`src/rtl/photo_sensor_conditioner.sv`:
```
// Photocell front-end: per-channel synchroniser, debounce and rising-edge event pulse.
// Channel 0 is the back cell (enter), channel 1 is the front cell (leave).
// Optional blocked-beam watchdog is built when PHOTO_STUCK_DETECT_EN is defined;
// otherwise the stuck output is tied low.
module photo_sensor_conditioner #(
  parameter int unsigned SYNC_STAGES     = 2,
  parameter int unsigned DEBOUNCE_CYCLES = 4,
  parameter int unsigned STUCK_CYCLES    = 1000
) (
  input  logic clk,
  input  logic reset_n,
  input  logic back_raw,
  input  logic front_raw,
  output logic backphoto,
  output logic forwardphoto,
  output logic back_level,
  output logic front_level,
  output logic stuck
);

  localparam int unsigned DbW = $clog2(DEBOUNCE_CYCLES + 1);
  localparam logic [DbW-1:0] DbLast = DbW'(DEBOUNCE_CYCLES - 1);

  logic [1:0] w_raw;
  logic [1:0] w_level;
  logic [1:0] w_pulse;
  logic [1:0] w_stuck_hit;

  assign w_raw = {front_raw, back_raw};

  for (genvar g = 0; g < 2; g++) begin : g_ch
    logic [SYNC_STAGES-1:0] r_sync;
    logic [DbW-1:0]         r_cnt;
    logic [DbW-1:0]         w_cnt_d;
    logic                   r_stable;
    logic                   w_stable_d;
    logic                   r_pulse;
    logic                   w_synced;

    assign w_synced = r_sync[SYNC_STAGES-1];

    // Shift the raw level through the synchroniser chain
    always_ff @(posedge clk or negedge reset_n) begin
      if (!reset_n) begin
        r_sync <= '0;
      end else begin
        r_sync <= {r_sync[SYNC_STAGES-2:0], w_raw[g]};
      end
    end

    // Accept a new level only after it has differed from stable for DEBOUNCE_CYCLES cycles
    always_comb begin
      w_cnt_d    = r_cnt;
      w_stable_d = r_stable;
      if (w_synced == r_stable) begin
        w_cnt_d = '0;
      end else if (r_cnt == DbLast) begin
        w_stable_d = w_synced;
        w_cnt_d    = '0;
      end else begin
        w_cnt_d = r_cnt + 1'b1;
      end
    end

    // Register debounce state; pulse rises on the same edge as the level so they coincide
    always_ff @(posedge clk or negedge reset_n) begin
      if (!reset_n) begin
        r_cnt    <= '0;
        r_stable <= 1'b0;
        r_pulse  <= 1'b0;
      end else begin
        r_cnt    <= w_cnt_d;
        r_stable <= w_stable_d;
        r_pulse  <= w_stable_d & ~r_stable;
      end
    end

    assign w_level[g] = r_stable;
    assign w_pulse[g] = r_pulse;

`ifdef PHOTO_STUCK_DETECT_EN
    localparam int unsigned StW = $clog2(STUCK_CYCLES + 1);
    localparam logic [StW-1:0] StMax = StW'(STUCK_CYCLES);

    logic [StW-1:0] r_stk;
    logic [StW-1:0] w_stk_d;

    // Count blocked cycles, saturating; any clear level restarts the count
    always_comb begin
      w_stk_d = r_stk;
      if (!r_stable) begin
        w_stk_d = '0;
      end else if (r_stk != StMax) begin
        w_stk_d = r_stk + 1'b1;
      end
    end

    // Hold the blocked-cycle count
    always_ff @(posedge clk or negedge reset_n) begin
      if (!reset_n) begin
        r_stk <= '0;
      end else begin
        r_stk <= w_stk_d;
      end
    end

    assign w_stuck_hit[g] = (w_stk_d == StMax);
`else
    assign w_stuck_hit[g] = 1'b0;
`endif
  end

`ifdef PHOTO_STUCK_DETECT_EN
  logic r_stuck;

  // Flag a beam that has stayed blocked for the full watchdog window
  always_ff @(posedge clk or negedge reset_n) begin
    if (!reset_n) begin
      r_stuck <= 1'b0;
    end else begin
      r_stuck <= |w_stuck_hit;
    end
  end

  assign stuck = r_stuck;
`else
  // Watchdog absent: the AND keeps the parameter referenced while the output stays 0
  assign stuck = (|w_stuck_hit) & (STUCK_CYCLES == 0);
`endif

  assign backphoto    = w_pulse[0];
  assign forwardphoto = w_pulse[1];
  assign back_level   = w_level[0];
  assign front_level  = w_level[1];

endmodule

```
`config.mk`:
```
export PLATFORM = sky130hd
export DESIGN_NAME = photo_sensor_conditioner
export DESIGN_NICKNAME = d
export VERILOG_FILES = /design/src/rtl/photo_sensor_conditioner.sv
export SDC_FILE = /design/constraint.sdc
export NUM_CORES = 1
export LEC_CHECK = 0
export BUFFER_PORTS_ARGS = -buffer_cell sky130_fd_sc_hd__buf_2
export CORE_ASPECT_RATIO = 1.1
export CORE_MARGIN = 1
export CORE_UTILIZATION = 35
export CTS_CLUSTER_SIZE = 10
export DETAILED_ROUTE_END_ITERATION = 6
export SLEW_MARGIN = 20
export SYNTH_ARGS = -nofsm -noshare
export SYNTH_HDL_FRONTEND = slang
export SYNTH_SLANG_ARGS = --single-unit
```
`constraint.sdc`:
```
create_clock -name clk -period 2.75 [get_ports clk]
set_input_delay 0.6875 -clock clk [delete_from_list [all_inputs] [get_ports clk]]
set_output_delay 0.6875 -clock clk [all_outputs]
set_load 0.02 [all_outputs]
```
==> flow_metrics.tcl <==
set metrics [dict create \
    cts_root_buf "clkbuf_4" \
    synth_top_area_frac 0.678 \
    grt_usage 0.0931 \
    finalCritPeriodShare 0.557 \
    pin_count 9 \
    portBuffers 7 \
    cts_tree "yes" \
    slew_violations 0 \
    p_clk_frac 0.246 \
    setup.worst_path.end_class "output port" \
    numCtsBuffers 3 \
    synthToLayoutAreaGrowth_pct 16.2 \
    worstPathBufferInverterCount 1 \
    dr.pass1.iters 2 \
    cpMaxStageDelayCell "dfrtp_1" \
    drive_gt1_frac 0.405 \
    grt_first_pass_wirelength_um 1060 \
    p_sw_frac 0.280 \
    final.setup.tns_ps 0 \
    final.min_clock_period_ps 1530 \
    grt_start_max_net_pins 15 \
    whs_ps 296 \
    rsz0062_at_grt "false" \
    top_usage_layer "met2" \
    use_met1 0.123 \
    hold_violations 0 \
    ir_drop_uv 394 \
    clkTransAtPathRegs_ps 80 \
    max_stage_delay_ps 410 \
    clock_skew_ps 2.02 \
    hold_buffers 0 \
    syn_inst 32 \
    synth_area_um2 517 \
    drc 0 \
    coreArea_um2 1370 \
    p_switching_mw 0.157 \
    dieArea_um2 1630 \
    leakage_nw 0.298 \
    setup_viol 0 \
    grt_pass1_vias 261 \
    die-height_um 42.3 \
    synth_seq_cells 14 \
    die_w_um 38.6 \
    critPathArrivalTime_ps 850 \
    ant_nets 0 \
    syn_nets 38 \
    hold_class "in2async" \
    maxCapViolCount 0 \
    yosys.area.top_type "dfrtp_1" \
    synth_cell_type_count 13 \
    synth_area_leaders "dfrtp_1 (68%), nor2b_4 (5.3%), ha_1 (4.8%)" \
    viasPerCell 4.52 \
    num-fill-cells 130 \
    synth_area_per_cell_um2 16.1 \
    rrSetupSlack_ps 1570 \
    grt_util_met3 0.0160 \
    path_delay_family "flip-flops" \
    crit_type "reg2out" \
    power_frac_seq 0.495 \
    numClockSinks 14 \
    drt_wl_total_um 598 \
    via_count 262 \
    clockBufferDepth 2 \
    r2r_end "back_level" \
    yosysWarningCount 0 \
    gp_congestion 0.618 \
    nNetsFinal 49 \
    power.density_nw_per_um2 933 \
    start_kind "flop" \
    antenna_found_initial 0 \
    r2r-start "g_ch[0].r_cnt[0]" \
    reg2reg_depth 3 \
    postCtsSetupBuffers 0 \
    pwr-share-comb 0.259 \
    clk_latency_ps 260 \
    num_antenna_cells 0 \
    drt-initial-drc-count 1 \
    ys_seq_area_frac 0.678 \
    cp.required_ps 2060 \
    p_int_mw 0.403 \
    initial_utilization 0.378 \
    run_status "finished, final reports clean" \
    rows 14 \
    h-tree-depth 1 \
    ctsResizeCount 0 \
    fmaxAchievable_ghz 0.652 \
    crit_fanout 4 \
    grt.overflow.total 0 \
    avgRoutedWirePerCell_um 10.3 \
    crit_chain "buf_2" \
    gr-usage-met2 0.137 \
]
[power groups by stage]
stage               Sequential (mW)  Combinational (mW)  Clock [mW]
CTS                           0.278               0.149       0.143
global placement              0.277               0.139           0
detailed placement            0.282               0.149           0
finish                        0.277               0.145       0.138
floorplan                     0.298              0.0894           0
global route                  0.283               0.163       0.153
[metrics by stage]
step	setup slack, ps	instance area [µm²]	power [mW]	utilization	instances
after floorplan	1610	517	0.388	-	32
after global placement	1520	564	0.416	0.413	54
after detailed placement	1500	564	0.431	0.413	54
after CTS	1210	601	0.570	0.440	58
after global routing	1170	601	0.599	0.440	58
final	1220	601	0.560	0.440	58
[how the worst max path moves through the flow]
stage / start / to / slack (ps) / cells past startpoint
2_1_floorplan: front_level / front_level / 1610 / 0
3_3_place_gp: front_level / front_level / 1520 / 1
3_5_place_dp: back_level / back_level / 1500 / 1
4_1_cts: back_level / back_level / 1210 / 1
5_1_grt: back_level / back_level / 1170 / 1
6_report: front_level / front_level / 1220 / 1
[cell type report]
cell class                 count  area, µm²  area share
clock buffer                   4       36.3      0.0604
sequential                    14        350       0.583
tap                           16       20.0      0.0333
multi-input combinational     17        159       0.265
timing repair buffer           7       35.0      0.0583
[cells in the mapped netlist]
cell type and instances:
dfrtp_1 14, ha_1 2, mux2_2 2, nor2b_4 2, nor3_1 2, nor3b_1 2
xnor2_1 2, and3b_1 1, and3b_2 1, buf_4 1, conb_1 1, nor2b_1 1
nor3b_2 1
[state kept, by name (all words and copies together) (netlist names)]
signal,count
g_ch.r_cnt,6
front_level,1
back_level,1
backphoto,1
forwardphoto,1
g_ch.r_sync,4
[cell families after synthesis]
family / Yosys count / synth area share
simple gates: 10 / 0.174
fa+ha+maj: 2 / 0.0484
buf+inv: 1 / 0.0145
xor+xnor: 2 / 0.0339
mux: 2 / 0.0436
flops: 14 / 0.678
other cells: 1 / 0.00726
[per-layer routing]
layer,vias up,wire [µm],part of all wire
met5,-,0,0
met4,0,0,0
met3,0,19,0.032
met2,5,324,0.54
met1,131,253,0.42
li1,126,-,-
[layout by cell type, fill, tap and decap left out]
cell	count
xnor2_1	2
clkbuf_8	1
clkbuf_4	3
mux2_2	2
buf_2	7
nor2b_4	2
dfrtp_1	14
nor3b_2	1
nor3_1	2
and3b_2	1
ha_1	2
conb_1	1
nor2b_1	1
nor3b_1	2
and3b_1	1
No activity file was read; power rests on OpenSTA's default activity.
